**src/rtl/vga_rx_pkg.sv**
```systemverilog
// Shared types and constants for the VGA receive capture block.
// FSM states, default 640x480 timing, err bit positions, sync bit lanes.
package vga_rx_pkg;

  typedef enum logic [1:0] {
    SEARCH,
    MEASURE,
    LOCKED
  } state_t;

  localparam int H_TOTAL_DEF  = 800;
  localparam int V_TOTAL_DEF  = 525;
  localparam int H_ACTIVE_DEF = 640;
  localparam int V_ACTIVE_DEF = 480;

  localparam int ERR_FRAME  = 2;
  localparam int ERR_LINE   = 1;
  localparam int ERR_ACTIVE = 0;

  localparam int SYNC_HS = 0;
  localparam int SYNC_VS = 1;
  localparam int SYNC_DE = 2;

endpackage

```
**src/rtl/vga_rx_if.sv**
```systemverilog
// VGA pixel bus from a timing generator to a receiver.
// master drives the sync/valid/colour lines, slave samples them.
interface vga_rx_if;

  logic       hsync;
  logic       vsync;
  logic       valid;
  logic [7:0] vga_r;
  logic [7:0] vga_g;
  logic [7:0] vga_b;

  modport master (
    output hsync,
    output vsync,
    output valid,
    output vga_r,
    output vga_g,
    output vga_b
  );

  modport slave (
    input hsync,
    input vsync,
    input valid,
    input vga_r,
    input vga_g,
    input vga_b
  );

endinterface

```
**src/rtl/vga_rx_capture_sync_edge.sv**
```systemverilog
// Two-stage capture of hsync/vsync/valid with edge pulses.
// Edges compare stage 1 (newest) against stage 2.
module vga_sync_edge
  import vga_rx_pkg::*;
(
  input  logic pclk,
  input  logic reset,
  input  logic i_hsync,
  input  logic i_vsync,
  input  logic i_valid,
  output logic o_hs_fall,
  output logic o_vs_fall,
  output logic o_de_rise,
  output logic o_de_fall,
  output logic o_de,
  output logic o_de_d
);

  logic [2:0] r_s1;
  logic [2:0] r_s2;

  always_ff @(posedge pclk or posedge reset) begin
    if (reset) begin
      r_s1 <= '0;
      r_s2 <= '0;
    end else begin
      r_s1[SYNC_HS] <= i_hsync;
      r_s1[SYNC_VS] <= i_vsync;
      r_s1[SYNC_DE] <= i_valid;
      r_s2          <= r_s1;
    end
  end

  assign o_hs_fall = r_s2[SYNC_HS] & ~r_s1[SYNC_HS];
  assign o_vs_fall = r_s2[SYNC_VS] & ~r_s1[SYNC_VS];
  assign o_de_rise = r_s1[SYNC_DE] & ~r_s2[SYNC_DE];
  assign o_de_fall = r_s2[SYNC_DE] & ~r_s1[SYNC_DE];
  assign o_de      = r_s1[SYNC_DE];
  assign o_de_d    = r_s2[SYNC_DE];

endmodule

```
**src/rtl/vga_rx_capture.sv**
```systemverilog
// VGA receive capture: pixel coordinates, line/frame timing, lock/err.
// Optional VGA_RX_FRAME_SUM_EN adds a per-frame pixel checksum port.
module vga_rx_capture
  import vga_rx_pkg::*;
#(
  parameter int H_TOTAL  = H_TOTAL_DEF,
  parameter int V_TOTAL  = V_TOTAL_DEF,
  parameter int H_ACTIVE = H_ACTIVE_DEF,
  parameter int V_ACTIVE = V_ACTIVE_DEF
) (
  input  logic        pclk,
  input  logic        reset,
  vga_rx_if.slave     vga,
  input  logic        err_clr,
  output logic [23:0] pix_data,
  output logic [9:0]  pix_x,
  output logic [9:0]  pix_y,
  output logic        pix_valid,
  output logic        frame_start,
  output logic        locked,
  output logic [11:0] h_period,
  output logic [10:0] v_period,
  output logic [2:0]  err
`ifdef VGA_RX_FRAME_SUM_EN
  ,
  output logic [23:0] frame_sum
`endif
);

  logic w_hs_fall;
  logic w_vs_fall;
  logic w_de_rise;
  logic w_de_fall;
  logic w_de;
  logic w_de_d;

  vga_sync_edge u_sync (
    .pclk      (pclk),
    .reset     (reset),
    .i_hsync   (vga.hsync),
    .i_vsync   (vga.vsync),
    .i_valid   (vga.valid),
    .o_hs_fall (w_hs_fall),
    .o_vs_fall (w_vs_fall),
    .o_de_rise (w_de_rise),
    .o_de_fall (w_de_fall),
    .o_de      (w_de),
    .o_de_d    (w_de_d)
  );

  logic [23:0] r_rgb1;
  logic [23:0] r_rgb2;
  logic [11:0] r_h_cnt;
  logic [10:0] r_v_cnt;
  logic [9:0]  r_x;
  logic [9:0]  r_y;
  logic [9:0]  r_xc;
  logic [9:0]  r_yc;
  state_t      r_state;
  logic        r_bad;

  logic [11:0] w_h_meas;
  logic [10:0] w_v_line;
  logic [9:0]  w_x_cur;
  logic [9:0]  w_x_nxt;
  logic [9:0]  w_y_inc;
  logic        w_len_bad;
  logic        w_h_bad;
  logic        w_v_bad;
  logic [2:0]  w_err_set;

  // r_x holds the column the next valid pixel will get
  assign w_x_cur = w_de_rise ? 10'd0 : r_x;
  assign w_x_nxt = (w_x_cur == 10'h3FF) ? w_x_cur
                                        : w_x_cur + 10'd1;

  assign w_h_meas = (r_h_cnt == 12'hFFF) ? r_h_cnt
                                         : r_h_cnt + 12'd1;

  // a line edge in the same cycle counts before the frame edge
  assign w_v_line = (w_hs_fall && r_v_cnt != 11'h7FF)
                  ? r_v_cnt + 11'd1 : r_v_cnt;

  assign w_y_inc = (w_de_fall && r_y != 10'h3FF)
                 ? r_y + 10'd1 : r_y;

  assign w_len_bad = w_de_fall && (r_x != 10'(H_ACTIVE));
  assign w_h_bad   = w_hs_fall && (w_h_meas != 12'(H_TOTAL));
  assign w_v_bad   = w_vs_fall &&
                     ((w_v_line != 11'(V_TOTAL)) ||
                      (w_y_inc != 10'(V_ACTIVE)));

  always_comb begin
    w_err_set = '0;
    if (r_state == LOCKED) begin
      w_err_set[ERR_FRAME]  = w_v_bad;
      w_err_set[ERR_LINE]   = w_h_bad;
      w_err_set[ERR_ACTIVE] = w_len_bad;
    end
  end

  always_ff @(posedge pclk or posedge reset) begin
    if (reset) begin
      r_rgb1 <= '0;
      r_rgb2 <= '0;
      r_xc   <= '0;
      r_yc   <= '0;
    end else begin
      r_rgb1 <= {vga.vga_r, vga.vga_g, vga.vga_b};
      r_rgb2 <= r_rgb1;
      r_xc   <= w_x_cur;
      r_yc   <= r_y;
    end
  end

  always_ff @(posedge pclk or posedge reset) begin
    if (reset) begin
      r_h_cnt  <= '0;
      h_period <= '0;
    end else if (w_hs_fall) begin
      r_h_cnt  <= '0;
      h_period <= w_h_meas;
    end else begin
      r_h_cnt  <= w_h_meas;
    end
  end

  always_ff @(posedge pclk or posedge reset) begin
    if (reset) begin
      r_v_cnt  <= '0;
      v_period <= '0;
    end else if (w_vs_fall) begin
      r_v_cnt  <= '0;
      v_period <= w_v_line;
    end else begin
      r_v_cnt  <= w_v_line;
    end
  end

  always_ff @(posedge pclk or posedge reset) begin
    if (reset) begin
      r_x <= '0;
      r_y <= '0;
    end else begin
      if (w_de) begin
        r_x <= w_x_nxt;
      end
      r_y <= w_vs_fall ? 10'd0 : w_y_inc;
    end
  end

  always_ff @(posedge pclk or posedge reset) begin
    if (reset) begin
      pix_data  <= '0;
      pix_x     <= '0;
      pix_y     <= '0;
      pix_valid <= 1'b0;
    end else begin
      pix_data  <= r_rgb2;
      pix_x     <= r_xc;
      pix_y     <= r_yc;
      pix_valid <= w_de_d & locked;
    end
  end

  always_ff @(posedge pclk or posedge reset) begin
    if (reset) begin
      r_state     <= SEARCH;
      r_bad       <= 1'b0;
      locked      <= 1'b0;
      frame_start <= 1'b0;
      err         <= '0;
    end else begin
      frame_start <= w_vs_fall;
      err         <= (err & ~{3{err_clr}}) | w_err_set;
      unique case (r_state)
        SEARCH: begin
          if (w_vs_fall) begin
            r_state <= MEASURE;
            r_bad   <= 1'b0;
          end
        end
        MEASURE: begin
          if (w_vs_fall) begin
            r_bad <= 1'b0;
            if (!(r_bad | w_h_bad | w_len_bad | w_v_bad)) begin
              r_state <= LOCKED;
              locked  <= 1'b1;
            end
          end else if (w_h_bad | w_len_bad) begin
            r_bad <= 1'b1;
          end
        end
        LOCKED: begin
          if (|w_err_set) begin
            r_state <= SEARCH;
            locked  <= 1'b0;
          end
        end
        default: begin
          r_state <= SEARCH;
          locked  <= 1'b0;
        end
      endcase
    end
  end

`ifdef VGA_RX_FRAME_SUM_EN
  logic [23:0] r_acc;
  logic [23:0] w_acc_nxt;

  assign w_acc_nxt = r_acc + (pix_valid ? pix_data : 24'd0);

  always_ff @(posedge pclk or posedge reset) begin
    if (reset) begin
      r_acc     <= '0;
      frame_sum <= '0;
    end else if (w_vs_fall) begin
      r_acc     <= '0;
      frame_sum <= w_acc_nxt;
    end else begin
      r_acc     <= w_acc_nxt;
    end
  end
`endif

endmodule
```
**src/flat_wrapper.sv**
```systemverilog
// flat-port wrapper written by rule: the top's interface ports become plain ports
module vga_rx_capture_flat import vga_rx_pkg::*;
#(
  parameter int H_TOTAL  = H_TOTAL_DEF,
  parameter int V_TOTAL  = V_TOTAL_DEF,
  parameter int H_ACTIVE = H_ACTIVE_DEF,
  parameter int V_ACTIVE = V_ACTIVE_DEF
)
  (pclk, reset, err_clr, pix_data, pix_x, pix_y, pix_valid, frame_start, locked, h_period, v_period, err, vga_hsync, vga_vsync, vga_valid, vga_vga_r, vga_vga_g, vga_vga_b);
  vga_rx_if vga_i ();
  input  logic pclk;
  input  logic reset;
  input  logic err_clr;
  output logic [23:0] pix_data;
  output logic [9:0] pix_x;
  output logic [9:0] pix_y;
  output logic pix_valid;
  output logic frame_start;
  output logic locked;
  output logic [11:0] h_period;
  output logic [10:0] v_period;
  output logic [2:0] err;
  input wire logic [$bits(vga_i.hsync)-1:0] vga_hsync;
  input wire logic [$bits(vga_i.vsync)-1:0] vga_vsync;
  input wire logic [$bits(vga_i.valid)-1:0] vga_valid;
  input wire logic [$bits(vga_i.vga_r)-1:0] vga_vga_r;
  input wire logic [$bits(vga_i.vga_g)-1:0] vga_vga_g;
  input wire logic [$bits(vga_i.vga_b)-1:0] vga_vga_b;
  assign vga_i.hsync = vga_hsync;
  assign vga_i.vsync = vga_vsync;
  assign vga_i.valid = vga_valid;
  assign vga_i.vga_r = vga_vga_r;
  assign vga_i.vga_g = vga_vga_g;
  assign vga_i.vga_b = vga_vga_b;
  vga_rx_capture #(.H_TOTAL(H_TOTAL), .V_TOTAL(V_TOTAL), .H_ACTIVE(H_ACTIVE), .V_ACTIVE(V_ACTIVE)) u_core (.pclk(pclk), .reset(reset), .vga(vga_i), .err_clr(err_clr), .pix_data(pix_data), .pix_x(pix_x), .pix_y(pix_y), .pix_valid(pix_valid), .frame_start(frame_start), .locked(locked), .h_period(h_period), .v_period(v_period), .err(err));
endmodule
```
**config.mk**
```make
export PLATFORM = sky130hd
export DESIGN_NAME = vga_rx_capture_flat
export DESIGN_NICKNAME = d
export VERILOG_FILES = /design/src/rtl/vga_rx_pkg.sv /design/src/rtl/vga_rx_if.sv /design/src/rtl/vga_rx_capture_sync_edge.sv /design/src/rtl/vga_rx_capture.sv /design/src/flat_wrapper.sv
export SDC_FILE = /design/constraint.sdc
export NUM_CORES = 1
export LEC_CHECK = 0
export BUFFER_PORTS_ARGS = -buffer_cell sky130_fd_sc_hd__buf_2
export CORE_ASPECT_RATIO = 0.7
export CORE_UTILIZATION = 45
export CTS_CLUSTER_SIZE = 8
export DETAILED_ROUTE_END_ITERATION = 8
export GPL_TIMING_DRIVEN = 1
export PLACE_DENSITY = 0.65
export SYNTH_ARGS = -nofsm -noshare
export SYNTH_HDL_FRONTEND = slang
export SYNTH_SLANG_ARGS = --single-unit
```
**constraint.sdc**
```tcl
create_clock -name pclk -period 11.23 [get_ports pclk]
set_input_delay 1.6845 -clock pclk [delete_from_list [all_inputs] [get_ports pclk]]
set_output_delay 1.6845 -clock pclk [all_outputs]
set_load 0.05 [all_outputs]
```
# Yosys cells after proc, flatten, opt, wreduce, memory -nomap -nowiden
# Cells that the tools add are included.
dict set report totals {
  reg_bits 193
  in_bits 30
  output_inout_bits 73
  wordCells 91
}
dict set report classes {
  n_addsub 4
  n_eq_ne 15
  mux 22
  bitwise 17
  n_reduce_logical 12
}
# cell n
set ops {}
lappend ops {{2-to-1 mux 10 bit} 4}
lappend ops {{2-to-1 mux 12 bit} 2}
lappend ops {{2-to-1 mux 11 bit} 2}
lappend ops {{adder 10 x 1 -> 10 bit (second input constant)} 2}
lappend ops {{!= test 10 bit (second input constant)} 2}
lappend ops {{adder 12 x 1 -> 12 bit (second input constant)} 1}
lappend ops {{equality test 12 bit (second input constant)} 1}
lappend ops {{!= test 12 x 10 -> 1 bit (second input constant)} 1}
lappend ops {{adder 11 x 1 -> 11 bit (second input constant)} 1}
lappend ops {{!= test 11 x 10 -> 1 bit (second input constant)} 1}
lappend ops {{!= test 11 bit (second input constant)} 1}
lappend ops {{equality test 10 bit (second input constant)} 1}
lappend ops {{!= test 10 x 9 -> 1 bit (second input constant)} 1}
lappend ops {{2-to-1 mux 2 bit} 4}
lappend ops {{AND reduction 4 bit} 2}
lappend ops {{2-to-1 mux 1 bit} 6}
lappend ops {{case mux 2 bit (3 select lines)} 1}
lappend ops {{AND 1 bit} 5}
lappend ops {{logical AND 1 bit} 5}
lappend ops {{NOT 1 bit} 5}
lappend ops {{!= test 2 x 1 -> 1 bit (second input constant)} 2}
lappend ops {{!= test 2 bit (second input constant)} 2}
lappend ops {{bitwise OR 1 bit} 4}
lappend ops {{AND 3 bit} 1}
lappend ops {{13 further kinds} 13}

# Logic depth before layout (Yosys ltp)
dict set report logic_depth {
  word_depth 11
  depth_mapped 10
  mapped_depth_nobuf 9
}

# Modules after synthesis
# A second synthesis with hierarchy kept.
dict set report unflattened {
  hier_cells 554
  hier_area_um2 7000.5
}
# mod instances cells_each area_per_inst_um2 seq_area_each_um2
set by_module_without_submodules {}
lappend by_module_without_submodules {vga_rx_capture 1 543 6819.0 4679.5}
lappend by_module_without_submodules {vga_sync_edge 1 11 181.4 150.1}

# Worst setup path before layout
# No wires, ideal clock.
dict set report synth_timing {
  path_kind {reg-to-reg}
  startpoint {register u_core.r_v_cnt[0]}
  endpoint {register u_core.locked}
  setup_ps 73
  arrival_ps 2523
  required_time_ps 11157
  slack_ps 8634
  path_stages_with_launch 9
  n_path_buf 0
  period_less_slack_ps 2596
  path_cell_list {dfrtp_1 > ha_1 > and2_1 > a311oi_4 > xnor2_1 > or4_4 > nor4_4 > and3_1 > a2bb2oi_2}
}
dict set report synth_between {
  elab_chain_len 10
  elab_cells_between_ends 13
  cone_classes {1 x add/sub; 4 x eq/ne; 2 x mux; 1 x bitwise; 5 x reduce/logical}
}
# item line
set synth_rtl {}
lappend synth_rtl {{start: declaration} vga_rx_capture.sv:54} ;# logic [10:0] r_v_cnt;
lappend synth_rtl {{start signal: assignment} vga_rx_capture.sv:136} ;# r_v_cnt <= w_v_line;
lappend synth_rtl {{parallel branches: the longest is 2 deep, another holds adder 11 x 1 -> 11 bit} -}
lappend synth_rtl {{2-to-1 mux 11 bit *} vga_rx_capture.sv:82} ;# ? r_v_cnt + 11'd1 : r_v_cnt;
lappend synth_rtl {{!= test 11 x 10 -> 1 bit *} vga_rx_capture.sv:90} ;# ((w_v_line != 11'(V_TOTAL)) ||
lappend synth_rtl {{logical OR 1 bit *} vga_rx_capture.sv:90}
lappend synth_rtl {{logical AND 1 bit *} vga_rx_capture.sv:89} ;# assign w_v_bad = w_vs_fall &&
lappend synth_rtl {{2-to-1 mux 3 bit} vga_rx_capture.sv:95} ;# if (r_state == LOCKED) begin
lappend synth_rtl {{OR reduction 3 bit} vga_rx_capture.sv:195} ;# if (|w_err_set) begin
lappend synth_rtl {{!= test 2 bit (no source line)} -}
lappend synth_rtl {{AND reduction 4 bit (no source line) *} -}
lappend synth_rtl {{end signal: assignment} vga_rx_capture.sv:188} ;# locked <= 1'b1;
lappend synth_rtl {{end signal: assignment} vga_rx_capture.sv:197} ;# locked <= 1'b0;
lappend synth_rtl {{end signal: assignment} vga_rx_capture.sv:202} ;# locked <= 1'b0;
lappend synth_rtl {{end: declaration} vga_rx_capture.sv:20} ;# output logic locked,
# Mark *: on every way between the ends.
# A chain may end at the register's enable or synchronous reset.

# Final worst setup path
dict set report layout_timing {
  startpoint {register u_core.u_sync.r_s1[0]}
  endpoint {register u_core.locked}
}
dict set report layout_between {
  elab_chain_len 11
  elab_cells_between_ends 16
  cone_classes {3 x eq/ne; 2 x mux; 5 x bitwise; 6 x reduce/logical}
}
# item line
set layout_rtl {}
lappend layout_rtl {{start: declaration} vga_rx_capture_sync_edge.sv:19} ;# logic [2:0] r_s1;
lappend layout_rtl {{start signal: indexed assignment} vga_rx_capture_sync_edge.sv:27} ;# r_s1[SYNC_HS] <= i_hsync;
lappend layout_rtl {{start signal: indexed assignment} vga_rx_capture_sync_edge.sv:28} ;# r_s1[SYNC_VS] <= i_vsync;
lappend layout_rtl {{start signal: indexed assignment} vga_rx_capture_sync_edge.sv:29} ;# r_s1[SYNC_DE] <= i_valid;
lappend layout_rtl {{NOT 1 bit *} vga_rx_capture_sync_edge.sv:34} ;# assign o_hs_fall = r_s2[SYNC_HS] & ~r_s1[SYNC_HS];
lappend layout_rtl {{AND 1 bit *} vga_rx_capture_sync_edge.sv:34}
lappend layout_rtl {{logical AND 1 bit} vga_rx_capture.sv:81} ;# assign w_v_line = (w_hs_fall && r_v_cnt != 11'h7FF)
lappend layout_rtl {{2-to-1 mux 11 bit} vga_rx_capture.sv:82}
lappend layout_rtl {{!= test 11 x 10 -> 1 bit} vga_rx_capture.sv:90}
lappend layout_rtl {{logical OR 1 bit} vga_rx_capture.sv:90}
lappend layout_rtl {{logical AND 1 bit} vga_rx_capture.sv:89}
lappend layout_rtl {{2-to-1 mux 3 bit} vga_rx_capture.sv:95}
lappend layout_rtl {{OR reduction 3 bit} vga_rx_capture.sv:195}
lappend layout_rtl {{!= test 2 bit (no source line)} -}
lappend layout_rtl {{AND reduction 4 bit (no source line) *} -}
# Every way passes the cells marked *; elsewhere a longest branch is shown, timed or not.

==> out/metrics.csv <==
metric,value,unit
Iteration-0 DRC Markers,302,
Critical Path AT,3.47,ns
ranking of synthesized cells by area,"dfrtp_1 70%, nand2_1 3.3%, nor2_1 2.3%",
most numerous cell in the Yosys netlist,dfrtp_1,
max cap viols,0,
register area share after synthesis,69.94,%
GR met3 Demand/Resource,3.593,%
WL/cell,15.15,um
FF-to-FF End,u_core.locked,
post-synthesis mux area share,1.613,%
ANT nets after route,0,
simple-gate share of the synthesized area,13.28,%
Vias,4406,
R2R setup slack,8.11,ns
Crit path required time,11.58,ns
drc violations,0,
CP max FO,16,
leading area contributor after synthesis,dfrtp_1,
Final Hold Fails,0,
largest net degree at the start of global routing,119,
# fillers,1232,
Post-Syn Area,6905,sq um
Fmax,320.0,MHz
# IOs,103,
worst-margin pin slew,1.210,ns
dpl hpwl,8.776,mm
all-layer global routing usage,17.60,%
Die Y,105.6,um
met1 Use GR,25.10,%
Slew headroom,19.17,%
xor/xnor share of the synthesized area,2.537,%
combinational group share of total power,11.7,%
GRT busiest layer,met2,
clock sink count,193,
Tcrit/Tclk final,27.83,%
NumNets Final,681,
share of layout cells above drive strength 1,21.97,%
global route overflow,0,
min cycle time layout,3.125,ns
Root Buffer,clkbuf_16,
final RePlAce weighted congestion,0.9126,
GR Util met2,25.96,%
R2R cell count,7,
Initial Utilization,46.47,%
Worst-Skew Late Latency,0.42,ns
first-pass GRT wire length,21.53,mm
Final Skew,0.009346,ns
HP Class,register to register,
# diodes,0,
"top cells by count, synth","193 x dfrtp_1, 61 x nand2_1, 43 x nor2_1",
Compound-Gate Fraction of Synth Area,9.205,%
worst reg2reg startpoint,u_core.u_sync.r_s1[0],
Routed WL,12.96,mm
CTS tree,built,
Final Core Density,54.99,%
Placeable Area,14860,sq um
hold path depth,0,
Switching Power,452.3,uW
Hold EP,u_core.pix_data[4],
Clk network pwr share,38.2,%
drt first pass iters,5,
RSZ-0062 raised after global routing,no,
setup TNS,0,ns
CTS buffer count,17,
area share of the largest cell type after synthesis,69.94,%
initial antenna violation count,0,
P_leak,0.003896,uW
IO Port Bufs,102,
post-route cell area,8172,sq um
die area,15850,sq um
"EDFF count, synth",0,
adder and majority gate portion of the synthesized area,0.7248,%
register share of total power,50.1,%
run status,finished clean,
Critical Path Sink Type,register,
die width,150.1,um
cell count after synthesis,548,
YS warnings,0,
clock buffer depth,2,
Post-CTS Setup Repair Bufs,0,
Post-synth ARST share,100.0,%
syn avg cell area,12.60,sq um
"Clk pin slew, worst setup/hold paths",0.07,ns
critical path startpoint category,register,
number of synthesized register bits,193,
cell-internal power,1097,uW
Peak VDD IR,0.09699,mV
post-route insts no fill,855,
Core Rows,37,
vias in the first global route,4286,
setup violators final,0,
area grow syn2layout,18.34,%
worst hold start,u_core.r_rgb2[4],
dpl cells,823,
ys flop type,dfrtp_1,
Via density,5.153,
largest family of logic cells by synthesized area,simple AND/OR/NAND/NOR gates,
"Slew Viols, Final",0,
Post-CTS Resized,0,
htree depth,4,
Setup CP Type,register to register,
Area after DPL,7567,sq um
"Distinct cells, synth",57,
Pwr Density,189.6,nW/um^2
Critical path origin,u_core.u_sync.r_s1[0],
Synthesized Nets,582,
Net Sw Frac,29.19,%
Post-CTS Hold Fix Bufs,0,
Pwr Total,1549,uW
## worst max path at each step
| stage | endpoint |
|---|---|
| after detailed placement | u_core.v_period[10] |
| after global placement | u_core.v_period[1] |
| final | u_core.locked |
| after floorplan | u_core.err[0] |
| after global routing | u_core.locked |
| after CTS | u_core.locked |
## power by group through the flow
| stage | clock network (uW) | registers, uW | logic (uW) |
|---|---|---|---|
| final | 591 | 777 | 181 |
| after global routing | 640 | 783 | 198 |
| after global placement | 0 | 788 | 180 |
| after CTS | 608 | 777 | 184 |
| after detailed placement | 0 | 789 | 183 |
| after floorplan | 0 | 849 | 71.0 |
## stage by stage
stage	hold slack [ns]	setup slack, ns
finish	0.3463	8.105
global route	0.3509	7.890
CTS	0.3468	8.111
detailed placement	0.3347	7.813
global placement	0.3319	7.895
floorplan	0.3312	4.290
## area by class of cell
type	instances	area [sq um]	area share [%]
inverters	19	78.83	0.9646
flip-flops and latches	193	4830	59.10
well taps	195	244.0	2.986
clock inverters	14	165.2	2.021
multi-input cells	312	1889	23.12
clock buffers	18	439.2	5.374
repair buffers	104	525.5	6.431
## kinds of logic after synthesis
family          Yosys count
flops                   193
simple gates            186
compound gates           91
buf+inv                  43
xor+xnor                 20
mux                      11
fa+ha+maj                 4
## metal layers
layer / up-vias / wire length, um
li1: 2077 / -
met1: 2153 / 6280
met2: 157 / 5734
met3: 19 / 680
met4: 0 / 261
met5: - / 0
## worst max-delay path, cell delays in order, from the launching register on
cell and delay [ns]:
dfrtp_1 0.42, nor2b_1 0.94, a41oi_1 0.22, a21o_1 0.23
or4_4 0.49, nor4_4 0.36, and3_1 0.26, a2bb2oi_2 0.13
## flip-flops by register name, indices dropped and copies added (netlist names), 11 cells and up
| register | flops |
|---|---|
| u_core.r_h_cnt | 12 |
| u_core.r_rgb2 | 24 |
| u_core.h_period | 12 |
| u_core.v_period | 11 |
| u_core.r_v_cnt | 11 |
| u_core.pix_data | 24 |
| u_core.r_rgb1 | 24 |
## cells in the final DEF, fill, tap and decap left out, types with 8 or more instances in the layout
cell,synthesis,layout
a21oi_1,11,11
and2_1,14,14
buf_2,2,102
clkbuf_16,0,17
dfrtp_1,193,193
inv_1,19,18
mux2i_1,10,10
nand2_1,61,61
nand3_1,19,19
nor2_1,43,43
nor3_1,8,8
o21ai_0,31,31
xnor2_1,15,15
Power figures use the tool's default switching activity.
